File: config.mk
export PLATFORM = sky130hd
export DESIGN_NAME = if_id_reg
export DESIGN_NICKNAME = d
export VERILOG_FILES = /design/src/rtl/if_id_reg.sv
export SDC_FILE = /design/constraint.sdc
export NUM_CORES = 1
export LEC_CHECK = 0
export BUFFER_PORTS_ARGS = -buffer_cell sky130_fd_sc_hd__buf_2
export CORE_MARGIN = 4
export CORE_UTILIZATION = 30
export CTS_CLUSTER_DIAMETER = 30
export DETAILED_ROUTE_END_ITERATION = 6
export PLACE_DENSITY_LB_ADDON = 0.1
export SETUP_SLACK_MARGIN = 0.1
export SLEW_MARGIN = 20
export SYNTH_ARGS = -nofsm -noshare
export SYNTH_HDL_FRONTEND = slang
export SYNTH_SLANG_ARGS = --single-unit
File: constraint.sdc
create_clock -name clk -period 3.2 [get_ports clk]
set_input_delay 0.16 -clock clk [delete_from_list [all_inputs] [get_ports clk]]
set_output_delay 0.16 -clock clk [all_outputs]
set_load 0.005 [all_outputs]
File: src/rtl/if_id_reg.sv
// IF/ID pipeline register: instruction/PC+8 capture, stall, flush, perf counters.
// Optional fetch address check enabled by defining IF_ADEL_CHECK_EN.
module if_id_reg #(
  parameter logic [31:0] RESET_PC = 32'h0000_3000,
  parameter logic [31:0] PC_HI    = 32'h0000_6FFC,
  parameter int          CNT_W    = 16
) (
  input  logic             clk,
  input  logic             reset,
  input  logic             stall,
  input  logic             flush,
  input  logic [31:0]      instr_i,
  input  logic [31:0]      pc8_i,
  output logic [31:0]      instr_o,
  output logic [31:0]      pc8_o,
  output logic [31:0]      pc_o,
  output logic             valid_o,
  output logic [4:0]       exc_code_o,
  output logic [CNT_W-1:0] stall_cnt_o,
  output logic [CNT_W-1:0] flush_cnt_o
);

  localparam logic [4:0] EXC_NONE = 5'd0;
  localparam logic [4:0] EXC_ADEL = 5'd4;

  if (PC_HI[1:0] != 2'b00) begin : g_bad_pc_hi
    $error("PC_HI must be word aligned");
  end

  if (RESET_PC[1:0] != 2'b00) begin : g_bad_reset_pc
    $error("RESET_PC must be word aligned");
  end

  logic [31:0] ld_instr;
  logic [4:0]  ld_exc;

`ifdef IF_ADEL_CHECK_EN
  logic [31:0] ld_pc;
  logic        ld_bad;

  // Classify the fetch address; a bad fetch becomes a valid nop carrying AdEL
  always_comb begin
    ld_pc    = pc8_i - 32'd8;
    ld_bad   = (ld_pc[1:0] != 2'b00) ||
               (ld_pc < RESET_PC) ||
               (ld_pc > PC_HI);
    ld_instr = ld_bad ? 32'd0 : instr_i;
    ld_exc   = ld_bad ? EXC_ADEL : EXC_NONE;
  end
`else
  // No address check: pass the instruction through untouched
  always_comb begin
    ld_instr = instr_i;
    ld_exc   = EXC_NONE;
  end
`endif

  // Pipeline register: reset > flush > stall > load
  always_ff @(posedge clk) begin
    if (!reset) begin
      instr_o    <= 32'd0;
      pc8_o      <= RESET_PC + 32'd8;
      valid_o    <= 1'b0;
      exc_code_o <= EXC_NONE;
    end else if (flush) begin
      instr_o    <= 32'd0;
      pc8_o      <= pc8_i;
      valid_o    <= 1'b0;
      exc_code_o <= EXC_NONE;
    end else if (!stall) begin
      instr_o    <= ld_instr;
      pc8_o      <= pc8_i;
      valid_o    <= 1'b1;
      exc_code_o <= ld_exc;
    end
  end

  // Saturating stall counter; a flush cycle is not counted as a stall
  always_ff @(posedge clk) begin
    if (!reset) begin
      stall_cnt_o <= '0;
    end else if (stall && !flush && (stall_cnt_o != '1)) begin
      stall_cnt_o <= stall_cnt_o + 1'b1;
    end
  end

  // Saturating flush counter
  always_ff @(posedge clk) begin
    if (!reset) begin
      flush_cnt_o <= '0;
    end else if (flush && (flush_cnt_o != '1)) begin
      flush_cnt_o <= flush_cnt_o + 1'b1;
    end
  end

  assign pc_o = pc8_o - 32'd8;

endmodule
# --- Yosys cells after proc, flatten, opt, wreduce, memory -nomap -nowiden ---
# Index checks and enable logic that the tools add are counted.
# Widths: inputs -> output; s select.
word_totals:
  output_inout_bits: 134
  register_bits: 97
  elab_cells: 19
op_classes:
  eq_ne: 3
  mux: 2
  add_sub_neg: 3
  n_bitwise: 1
  n_reduce_logical: 5
ops:
  columns: ["operator", "count"]
  rows:
  - ["$mux 32", 2]
  - ["$add 16x1->16 const B", 2]
  - ["$ne 16x16->1 const B", 2]
  - ["$sub 32x4->32 const B", 1]
  - ["$logic_and 1x1->1", 3]
  - ["$ne 2x1->1 const B", 1]
  - ["$reduce_or 2->1", 1]
  - ["$logic_not 1->1", 1]
  - ["$not 1->1", 1]

# --- Longest topological paths before layout ---
# Gate-level depths: netlist of the first run.
depth:
  ltp_word: 3
  depth_mapped: 6

# --- Least setup slack after synthesis of the first run ---
# OpenSTA, ideal clock, no wires.
synth_path:
  path_kind: "reg2out"
  start: "reg pc8_o[10]"
  end: "out pc_o[29]"
  stages_incl_launch_ff: 6
  required_time_ns: 3.040
  n_path_buf: 1
  t_arrival_ns: 2.033
  slack_ns: 1.007
  cell_sequence: "dfxtp_1 > or4_4 > or4b_4 > buf_6 > nor4_4 > xor2_1"
synth_via:
  elab_chain_cells: 1
synth_lines:
  columns: ["element", "line", "rtl"]
  rows:
  - ["start: declaration", "15", "output logic [31:0] pc8_o,"]
  - ["start signal: assignment", "62", "pc8_o <= RESET_PC + 32'd8;"]
  - ["start signal: assignment", "67", "pc8_o <= pc8_i;"]
  - ["start signal: assignment", "72", "pc8_o <= pc8_i;"]
  - ["$sub 32x4->32", "96", "assign pc_o = pc8_o - 32'd8;"]
  - ["end: declaration", "16", "output logic [31:0] pc_o,"]
# No other way between the ends.

# --- Worst setup path after layout of the first run ---
layout_path:
  start: "reg pc8_o[10]"
  end: "out pc_o[31]"
# The elaborated chain is that of the path after synthesis.

==> results of run 1 <==
[registers in the layout (all words and copies together) (netlist names)]
register and flops:
pc8_o 32, stall_cnt_o 16, instr_o 32, valid_o 1, flush_cnt_o 16
[worst max-delay path by stage]
stage / slack [ns] / cells past startpoint / to / from
floorplan: 1.01 / 5 / pc_o[29] / pc8_o[10]$_SDFFE_PN0N_
global placement: 0.90 / 5 / pc_o[31] / pc8_o[10]$_SDFFE_PN0N_
detailed placement: 0.83 / 5 / pc_o[31] / pc8_o[10]$_SDFFE_PN0N_
CTS: 0.44 / 5 / pc_o[31] / pc8_o[10]$_SDFFE_PN0N_
global route: 0.37 / 5 / pc_o[31] / pc8_o[10]$_SDFFE_PN0N_
finish: 0.49 / 5 / pc_o[31] / pc8_o[10]$_SDFFE_PN0N_
[per-layer routing]
metal,share of wire (%),vias to the layer above
met2,46,138
met3,8.4,22
met5,0.052,-
li1,-,2199
met1,43,1993
met4,1.9,2
[area by class of cell]
class | instances | area, um2 | area share, %
Sequential cell | 97 | 1940 | 33.0
Multi-Input combinational cell | 390 | 2330 | 39.6
Clock inverter | 7 | 78.8 | 1.34
Tap cell | 184 | 230 | 3.91
Timing Repair Buffer | 204 | 1040 | 17.7
Inverter | 9 | 33.8 | 0.574
Clock buffer | 9 | 225 | 3.83
[synth_stat cells, types with 2 or more instances]
| cell | number |
|---|---|
| sky130_fd_sc_hd__dfxtp_1 | 97 |
| sky130_fd_sc_hd__nand2_1 | 89 |
| sky130_fd_sc_hd__a21oi_1 | 51 |
| sky130_fd_sc_hd__nor2_1 | 48 |
| sky130_fd_sc_hd__mux2i_1 | 37 |
| sky130_fd_sc_hd__xor2_1 | 25 |
| sky130_fd_sc_hd__clkbuf_1 | 22 |
| sky130_fd_sc_hd__nor3_1 | 17 |
| sky130_fd_sc_hd__nand4_1 | 13 |
| sky130_fd_sc_hd__o21ai_0 | 13 |
| sky130_fd_sc_hd__or3_1 | 13 |
| sky130_fd_sc_hd__nand3_1 | 12 |
| sky130_fd_sc_hd__or4_1 | 10 |
| sky130_fd_sc_hd__buf_4 | 8 |
| sky130_fd_sc_hd__inv_1 | 8 |
| sky130_fd_sc_hd__o31ai_1 | 8 |
| sky130_fd_sc_hd__nor4_1 | 6 |
| sky130_fd_sc_hd__and4_1 | 5 |
| sky130_fd_sc_hd__nand2b_1 | 4 |
| sky130_fd_sc_hd__and3_1 | 3 |
| sky130_fd_sc_hd__buf_1 | 3 |
| sky130_fd_sc_hd__ha_1 | 3 |
| sky130_fd_sc_hd__nor4_4 | 3 |
| sky130_fd_sc_hd__or2_2 | 3 |
| sky130_fd_sc_hd__xnor2_1 | 3 |
| sky130_fd_sc_hd__and2_1 | 2 |
| sky130_fd_sc_hd__o41ai_1 | 2 |
[worst min-delay path, stage by stage]
cell and delay (ns):
sky130_fd_sc_hd__buf_2 0.07, sky130_fd_sc_hd__mux2i_1 0.05, sky130_fd_sc_hd__nor2_1 0.07
[kinds of logic after synthesis]
family / count (synthesis)
compound gates: 80
mux: 37
fa+ha+maj: 3
flops: 97
simple gates: 237
other cells: 1
xor+xnor: 28
buf+inv: 43
[stage by stage]
step,cell area (um2),setup slack [ns]
finish,5880,0.486
global route,5880,0.375
CTS,5880,0.443
detailed placement,5580,0.833
global placement,5580,0.899
floorplan,4470,1.01
[power groups by stage]
stage                     registers, mW  logic, mW  clock network (mW)
after floorplan                    1.32      0.167                   0
after CTS                          1.30      0.322                1.15
final                              1.30      0.315                1.10
after detailed placement           1.32      0.321                   0
after global routing               1.30      0.356                1.21
after global placement             1.32      0.319                   0
==> metrics.md, run 1 <==
| Metric | Value |
|---|---|
| Result of the run | complete, no violations |
| Ys flop type | sky130_fd_sc_hd__dfxtp_1 |
| Count of warnings emitted by yosys | 0 |
| RR Startpoint | stall_cnt_o[0]$_SDFFE_PN0P_ |
| Mapped Avg Cell Area | between 8 and 9 um2 |
| Compound-gate portion of the synthesized area | between 10% and 20% |
| Worst clock skew on the final layout | about 0.0025 ns |
| Worst Path Required | about 3.0 ns |
| Via count of the first global-routing pass | 4157 |
| Cell with the largest stage delay on the worst path | sky130_fd_sc_hd__or4b_4 |
| Final number of max-transition violations | 0 |
| Worst hold slack | between 0.03 and 0.04 ns |
| R2r worst-path depth | 5 |
| Net count of the finished layout | slightly below 800 |
| Total negative setup slack | 0 ns |
| Cell-by-cell trace of the critical path | or4_4, or4b_4, nor4_4, xor2_1, buf_2 |
| Gr busiest metal | met2 |
| Total of flip-flops plus latches after synthesis | 97 |
| Horizontal die dimension | between 100 and 150 um |
| Worst-case headroom to the max-slew limit | about 34% |
| Count of endpoints failing setup in the final report | 0 |
| Fin. Hold Viols | 0 |
| Number of H-tree levels | 3 |
| Number of remaining DRC errors | 0 |
| Worst EP arrival | 2.55 ns |
| Worst path top cell family by delay | simple AND/OR/NAND/NOR gates |
| Peak Freq | around 370 MHz |
| CTS Hold Buffers Added | 0 |
| First-pass GRT wire length | 20900 um |
| Routed len/inst | 14.9 um |
| Count of buffer and inverter cells on the critical path | 1 |
| Endpoint type of the worst setup path | output pin |
| Setup bufs post-CTS | 0 |
| Path type of the worst setup path | reg2out |
| Clock Sinks | 97 |
| Sequential area share after synthesis | 43.6% |
| Setup repair after global routing missed its margin | false |
| R2R setup slack | approximately 1.2 ns |
| Largest family of logic cells by synthesized area | simple AND/OR/NAND/NOR gates |
| P per Cell Area | roughly 460 mW/mm2 |
| M3 GR Usage | 4.75% |
| Top library cells by usage in the layout, fill and taps aside | 196 x sky130_fd_sc_hd__buf_2, 97 x sky130_fd_sc_hd__dfxtp_1, 88 x sky130_fd_sc_hd__nand2_1 |
| Layout Cells excl Fill | 900 |
| Number of enable-type register cells in the synthesized netlist | 0 |
| Clock Latency Late Sink | roughly 0.35 ns |
| GR Util All Layers | roughly 15% |
| Largest buffer count on any clock path | 2 |
| Parity-gate share of the synthesized area counting xor and xnor cells | between 5 and 6% |
| Area of the die | around 0.017 mm2 |
| Number of antenna-violating nets in the routed design | 0 |
| Via count | 4354 |
| Clock slew at reported path FFs | ~0.070 ns |
| Final routed wirelength across all metal layers | approximately 13000 um |
| Worst Hold Depth | 3 |
| Worst min-delay path class | in2reg |
| Initial DRC count | 146 |
| Post-synth ARST share | 0% |
| Most frequent standard cell in the layout excluding fill and tap cells | sky130_fd_sc_hd__buf_2 |
| Switch Pwr | approximately 710 uW |
| Post-layout min period | around 2.7 ns |
| Largest cells by area after synthesis | sky130_fd_sc_hd__dfxtp_1 44%, sky130_fd_sc_hd__mux2i_1 8.3%, sky130_fd_sc_hd__nand2_1 7.5% |
| Final Power | between 2 and 3 mW |
| Root buffer cell | sky130_fd_sc_hd__clkbuf_16 |
| Rows | 44 |
| Met1 Use GR | about a fifth |
| Synth cell types | 45 |
| Routability cong. | around 0.84 |
| Final HPWL DP | 9860 um |
| Share of the synthesized area in the top cell type | 43.6% |
| Clock Power Share | about 40% |
| Antenna violations before repair | 1 |
| First-pass iteration count of the detailed router | 4 |
| Mapped Area | 0.00445 mm2 |
| Post-cts resize count | 0 |
| Share of synthesized cell area in full adder, half adder and majority cells | less than 1% |
| Overall overflow remaining after global route | 0 |
| Worst IR Drop VDD | approximately 0.00020 V |
| Layout-stage area growth over the synthesis result | 32.1% |
| Filler cell count in the final layout | 1574 |
| Pin count of the biggest net entering global routing | between 50 and 60 |
| Worst Hold Path EP | instr_o[20]$_SDFFE_PP0N_ |
| Critical-path maximum fanout | 8 |
| Diodes inserted | 0 |
| P_leak | approximately 2.8 nW |
| Sequential fraction of design power | 47.7% |
| Die height | 130 um |
| TritonCTS clock tree | done |
| Post-synthesis share of cell area spent on and, or, nand and nor gates | between 20% and 30% |
| Proportion of layout cells with a drive suffix above 1 | 32.7% |
| Total instance count after detailed placement | about 900 |
| Logic gate share of total power | between 10 and 15% |
| Placeable core region | about 0.015 mm2 |
| Effective utilization at floorplan | 30.6% |
| Sw Share | between 20% and 30% |
| CTS buffer count | 9 |
| Count of pins on the block boundary | just over 200 |
| Slew at the pin with the worst max-slew slack | around 0.99 ns |
| Type of element launching the critical path | register |
| GRT met2 Usage | about a quarter |
| Startpoint of the tightest hold check path | instr_i[20] |
| Ratio of routed vias to standard cells | between 4 and 5 |
| Slowest stage delay, CP | approximately 0.65 ns |
| Number of maximum-capacitance violations | 0 |
| Share of the cycle needed by the critical path after routing | a little over four fifths |
| Post-synthesis cell count | 526 |
| Fraction of synthesized area in multiplexers | a little over 8% |
| Library cell occupying the most area in the post-synthesis netlist | sky130_fd_sc_hd__dfxtp_1 |
| Port-buffer cells | 196 |
| Cell-internal power | between 2 and 2.5 mW |
| Capture instance of the worst register-to-register path | stall_cnt_o[4]$_SDFFE_PN0P_ |
| Fraction of the core area covered by cells at the end of the flow | between 40% and 50% |
No activity file was read; power rests on OpenSTA's default activity.
==> run 2, diff against run 1 <==
Settings changed: ABC_AREA from default to 1.
Clock period 3.2 ns to 2.26 ns, I/O delays scaled along.
==> run 2 against run 1 <==
Net effect:
- count of clock-buffer cells in the layout unchanged
- non-clock buffer count grew 32
- global-route usage rose by 0.72 points
- setup slack got worse by 0.27 ns
- sequential power rose by 42%
- sequential share of layout area down 4.1 points
- hold slack got worse by 0.026 ns
- critical path type unchanged
- critical endpoint is now pc_o[22]
==> metrics.md, run 2 <==
| Metric | Value |
|---|---|
| Synth cell types | 34 |
| First element of the critical path | pc8_o[7]$_SDFFE_PN0N_ |
| Capture instance of the worst register-to-register path | stall_cnt_o[3]$_SDFFE_PN0P_ |
| Startpoint of the tightest hold check path | instr_i[1] |
| Layout-stage area growth over the synthesis result | 36.4% |
| Mapped Avg Cell Area | 6.91 um2 |
| Clock Sinks | 97 |
| R2r worst-path depth | 7 |
| Root buffer cell | sky130_fd_sc_hd__clkbuf_16 |
| Fraction of the core area covered by cells at the end of the flow | between 40% and 50% |
| CTS buffer count | 9 |
| Total of flip-flops plus latches after synthesis | 97 |
| Post-synthesis cell count | just over 700 |
| Routability cong. | 0.837 |
| Worst Hold Path EP | instr_o[1]$_SDFFE_PP0N_ |
| Met1 Use GR | between 20 and 25% |
| Initial DRC count | between 200 and 300 |
| Rows | 46 |
| Via count of the first global-routing pass | 4727 |
| Fin. Hold Viols | 0 |
| Share of the cycle needed by the critical path after routing | approximately nine tenths |
| Setup repair after global routing missed its margin | true |
| Top library cells by usage in the layout, fill and taps aside | 196 x sky130_fd_sc_hd__buf_2, 194 x sky130_fd_sc_hd__nand2_1, 136 x sky130_fd_sc_hd__nor2_1 |
| Setup slack after layout | 0.213 ns |
| Routed len/inst | approximately 13 um |
| Final number of max-transition violations | 0 |
| Share of the synthesized area in the top cell type | approximately two fifths |
| Die height | 136 um |
| Clock Latency Late Sink | 0.34 ns |
| Count of endpoints failing setup in the final report | 0 |
| Cell with the most instances after synthesis | sky130_fd_sc_hd__nand2_1 |
| Sequential area share after synthesis | 39.5% |
| R2R setup slack | between 0.5 and 0.6 ns |
| Largest cells by area after synthesis | sky130_fd_sc_hd__dfxtp_1 39%, sky130_fd_sc_hd__nand2_1 15%, sky130_fd_sc_hd__nor2_1 10% |
| Worst min-delay path class | in2reg |
| P per Cell Area | roughly 600 mW/mm2 |
| Via count | just over 5000 |
| Gr busiest metal | met2 |
| Post-layout min period | ~2 ns |
| Library cell occupying the most area in the post-synthesis netlist | sky130_fd_sc_hd__dfxtp_1 |
| Count of warnings emitted by yosys | 0 |
| Ys flop type | sky130_fd_sc_hd__dfxtp_1 |
| Minimum setup slack after placement | 0.458 ns |
| Placeable core region | ~0.016 mm2 |
| Post-synth ARST share | 0% |
| Number of enable-type register cells in the synthesized netlist | 0 |
| Largest buffer count on any clock path | 2 |
| Critical-path maximum fanout | 6 |
| Final HPWL DP | between 10000 and 15000 um |
| Net count of the finished layout | 1001 |
| First-pass GRT wire length | ~24000 um |
| P_leak | 3.11 nW |
| Worst clock skew on the final layout | between 0.003 and 0.004 ns |
| M3 GR Usage | about 5.3% |
| GRT met2 Usage | about a quarter |
| Most frequent standard cell in the layout excluding fill and tap cells | sky130_fd_sc_hd__buf_2 |
| First-pass iteration count of the detailed router | 4 |
| Worst IR Drop VDD | approximately 0.00031 V |
| Worst Hold Depth | 3 |
| Port-buffer cells | 196 |
| Count of pins on the block boundary | 202 |
| Top cell types by occurrence after synthesis | 194 x sky130_fd_sc_hd__nand2_1, 136 x sky130_fd_sc_hd__nor2_1, 97 x sky130_fd_sc_hd__dfxtp_1 |
| Number of antenna-violating nets in the routed design | 0 |
| Worst EP arrival | roughly 1.9 ns |
| Pin count of the biggest net entering global routing | 40 |
| Ratio of routed vias to standard cells | around 4.4 |
| Largest regs | instr_o: 32 flops, pc8_o: 32 flops |
| Antenna violations before repair | 3 |
| Number of remaining DRC errors | 0 |
| Final routed wirelength across all metal layers | around 15000 um |
| Peak Freq | 489 MHz |
| Worst Path Required | 2.15 ns |
| Mapped Area | 0.00492 mm2 |
| Type of element launching the critical path | register |
| Clock slew at reported path FFs | 0.07 ns |
| Horizontal die dimension | between 100 and 150 um |
| Number of maximum-capacitance violations | 0 |
| Path type of the worst setup path | reg2out |
| Area of the die | between 0.015 and 0.02 mm2 |
| Effective utilization at floorplan | a little under a third |
| Total negative setup slack | 0 ns |
| Endpoint type of the worst setup path | output pin |
| TritonCTS clock tree | done |
| Number of H-tree levels | 3 |
| Overall overflow remaining after global route | 0 |
| RR Startpoint | stall_cnt_o[0]$_SDFFE_PN0P_ |
| Proportion of layout cells with a drive suffix above 1 | between 20 and 30% |
| Final Power | about 4 mW |
| GR Util All Layers | 16.1% |
| Result of the run | complete, no violations |
## run 2: final cells by class
type / count / area, um2
Clock buffer: 9 / 225
Sequential cell: 97 / 1940
Clock inverter: 7 / 103
Multi-Input combinational cell: 553 / 2690
Timing Repair Buffer: 236 / 1350
Tap cell: 216 / 270
Fill cell: 1767 / 9290
Inverter: 33 / 124
Antenna cell: 2 / 5.00
## run 2: how the worst max path moves through the flow
stage,end,slack (ns)
2_1_floorplan,stall_cnt_o[10]$_SDFFE_PN0P_,0.65
3_3_place_gp,pc_o[27],0.52
3_5_place_dp,pc_o[27],0.46
4_1_cts,pc_o[27],0.10
5_1_grt,pc_o[28],0.07
6_report,pc_o[22],0.21
## run 2: logic make-up after synthesis
group / Yosys count / synth area share (%)
other: 1 / 0.0762
flip-flops: 97 / 39.5
XOR/XNOR: 33 / 5.87
AO/OA/AOI/OAI: 98 / 11.1
AND/OR/NAND/NOR: 414 / 36.3
adder cells (fa/ha/maj): 3 / 0.763
buffers and inverters: 66 / 6.41
## run 2: power by group
group          switching (mW)  total, mW  internal [mW]
Clock                   0.716       1.70          0.983
Combinational           0.305      0.558          0.253
Sequential             0.0800       1.85           1.77
Total                    1.10       4.11           3.01
## run 2: routing by layer
metal / vias up / wire, um
met1: 2250 / 7080
met5: - / 13
met2: 150 / 6830
met4: 2 / 225
met3: 19 / 1150
li1: 2695 / -
## run 2: per-stage QoR
stage	std cells	cell area, um2	hold slack, ns
after floorplan	716	4940	0.226
after global placement	1103	6060	0.322
after detailed placement	1103	6060	0.320
after CTS	1147	6670	0.000878
after global routing	1153	6710	0.00243
final	1153	6710	0.0127
## run 2: repair_timing
item,in CTS,in global routing
endpoints found under the hold margin,28,0
gates resized for setup,1,3
hold buffers,28,0
buffers inserted,0,4
setup endpoints to repair,2,10
pin swaps,0,4
## run 2: worst max-delay path: stages (launching register included)
cell                      delay, ns
sky130_fd_sc_hd__dfxtp_1       0.40
sky130_fd_sc_hd__nor2_2        0.13
sky130_fd_sc_hd__nand2_1       0.13
sky130_fd_sc_hd__nor3_4        0.29
sky130_fd_sc_hd__nand3_1       0.24
sky130_fd_sc_hd__o21ai_1       0.18
sky130_fd_sc_hd__nand2_1       0.09
sky130_fd_sc_hd__buf_2         0.14
==> run 3, diff against run 2 <==
Clock period 2.26 ns to 2.1 ns, I/O delays scaled along.
==> run 3 against run 2 <==
Net effect:
- die area is the same
- clock power is 4% lower
- core utilization increased by 1.5 points
- critical path type unchanged
- largest cell class unchanged
- largest power group unchanged
==> metrics.md, run 3 (synthesis gave the netlist of run 2 again) <==
| Metric | Value |
|---|---|
| Via count | 5215 |
| Horizontal die dimension | around 140 um |
| Most frequent standard cell in the layout excluding fill and tap cells | sky130_fd_sc_hd__buf_2 |
| Net count of the finished layout | ~1000 |
| Initial DRC count | roughly 240 |
| Effective utilization at floorplan | a little under a third |
| Final routed wirelength across all metal layers | about 16000 um |
| Worst IR Drop VDD | ~0.00035 V |
| Worst min-delay path class | in2reg |
| CTS buffer count | 9 |
| Rows | 46 |
| Via count of the first global-routing pass | 4836 |
| TritonCTS clock tree | done |
| Filler cell count in the final layout | around 1700 |
| Total area of multi-input combinational cells | ~0.0028 mm2 |
| Clock Latency Late Sink | around 0.35 ns |
| Worst EP arrival | about 1.8 ns |
| Layout-stage area growth over the synthesis result | 41.2% |
| Routed wire length on met3 | 1040 um |
| Top routing layer in use | met5 |
| Routability cong. | about 0.83 |
| Result of the run | complete, no violations |
| Clock Sinks | 97 |
| Worst clock skew on the final layout | 0.00581 ns |
| Share of the cycle needed by the critical path after routing | between 90 and 100% |
| Count of endpoints failing setup in the final report | 0 |
| Endpoint type of the worst setup path | output pin |
| Routed len/inst | roughly 13 um |
| Area of the die | about 0.019 mm2 |
| Count of pins on the block boundary | approximately 200 |
| First-pass GRT wire length | between 20000 and 25000 um |
| Port-buffer cells | 196 |
| First-pass iteration count of the detailed router | 4 |
| Post-layout min period | between 1.5 and 2 ns |
| Ratio of routed vias to standard cells | between 4 and 5 |
| Die height | roughly 140 um |
| Number of antenna-violating nets in the routed design | 0 |
| Overall overflow remaining after global route | 0 |
| Final HPWL DP | around 11000 um |
| Top library cells by usage in the layout, fill and taps aside | 196 x sky130_fd_sc_hd__buf_2, 193 x sky130_fd_sc_hd__nand2_1, 127 x sky130_fd_sc_hd__nor2_1 |
| Root buffer cell | sky130_fd_sc_hd__clkbuf_16 |
| Critical-path maximum fanout | 6 |
| Fraction of the core area covered by cells at the end of the flow | between 40% and 50% |
| Fin. Hold Viols | 0 |
| Setup repair after global routing missed its margin | false |
| Number of remaining DRC errors | 0 |
| Path type of the worst setup path | reg2out |
| Peak Freq | between 500 and 600 MHz |
| Proportion of layout cells with a drive suffix above 1 | between 30% and 40% |
| Total area of sequential cells | 0.00195 mm2 |
| P_leak | between 3 and 4 nW |
| Largest regs | instr_o: 32 flops, pc8_o: 32 flops |
| Wire length on met1 | 7380 um |
| Placeable core region | about 0.016 mm2 |
| Diodes inserted | 0 |
| P per Cell Area | between 600 and 700 mW/mm2 |
| Worst Path Required | roughly 2.0 ns |
| Total negative setup slack | 0 ns |
| WL met2 | around 7000 um |
| Number of maximum-capacitance violations | 0 |
| Pin count of the biggest net entering global routing | 39 |
| Type of element launching the critical path | register |
| GR Util All Layers | 16.5% |
| Clock slew at reported path FFs | approximately 0.07 ns |
| Largest buffer count on any clock path | 2 |
| Final number of max-transition violations | 0 |
| Antenna violations before repair | 1 |
| Number of H-tree levels | 3 |
==> run 3: cell types whose count changed in the layout (fill, tap and decap cells not counted), sizes merged <==
cell	before	now
dlygate4sd3	28	46
clkbuf	9	12
buf	208	211
bufinv	2	0
diode	2	0
clkinv	4	5
inv	33	31
==> run 3: path summary, 6_finish.rpt <==
| check | start | end | slack (ns) | depth (start not counted) |
|---|---|---|---|---|
| setup reg to reg | stall_cnt_o[1]$_SDFFE_PN0P_ | stall_cnt_o[10]$_SDFFE_PN0P_ | 0.41 | 7 |
| setup / recovery | pc8_o[7]$_SDFFE_PN0N_ | pc_o[22] | 0.19 | 8 |
| hold / removal | instr_i[1] | instr_o[1]$_SDFFE_PP0N_ | 0.01 | 3 |
| hold reg to reg | instr_o[6]$_SDFFE_PP0N_ | instr_o[6]$_SDFFE_PP0N_ | 0.46 | 2 |
==> run 3: critical path, cell delays in order (launching register included) <==
cell and delay (ns):
sky130_fd_sc_hd__dfxtp_2 0.37, sky130_fd_sc_hd__nor2_2 0.12, sky130_fd_sc_hd__nand2_2 0.09, sky130_fd_sc_hd__nor3_4 0.22, sky130_fd_sc_hd__buf_4 0.16, sky130_fd_sc_hd__nand3_2 0.12, sky130_fd_sc_hd__o21ai_1 0.16, sky130_fd_sc_hd__nand2_1 0.09
sky130_fd_sc_hd__buf_2 0.13
==> run 3: final cells by class <==
| class | count | area share, % |
|---|---|---|
| clock inverter | 4 | 0.378 |
| timing repair buffer | 257 | 22.4 |
| sequential | 97 | 28.1 |
| clock buffer | 12 | 3.84 |
| tap | 216 | 3.89 |
| inverter | 33 | 1.82 |
| multi-input combinational | 553 | 39.7 |
==> run 3: through the flow <==
stage,cells,area [um2],setup slack [ns],hold slack [ns],power (mW)
final,1172,6950,0.194,0.0132,4.29
after global routing,1172,6950,0.0532,0.00939,4.52
after CTS,1168,6850,0.0749,0.0000282,4.33
after detailed placement,1105,6070,0.325,0.324,2.60
after global placement,1105,6070,0.378,0.313,2.61
after floorplan,716,4940,0.487,0.218,2.34
==> run 3: report_power, final <==
part | internal [mW] | leakage, nW | switching [mW]
Sequential | 1.91 | 0.795 | 0.0880
Combinational | 0.305 | 2.26 | 0.345
Clock | 0.900 | 0.145 | 0.740
==> run 3: timing repair <==
action                                 in CTS  in global routing
hold buffers                               46                  0
pin swaps                                   2                  5
gates resized for setup                     4                 23
endpoints found under the hold margin      46                  0
setup endpoints to repair                   6                 12
buffers inserted                            1                  4
==> run 3: metal layers <==
metal	global-route usage [%]	vias to the layer above
li1	-	2750
met1	22.1	2307
met2	26.2	141
met3	4.40	15
met4	4.76	2
met5	0	-
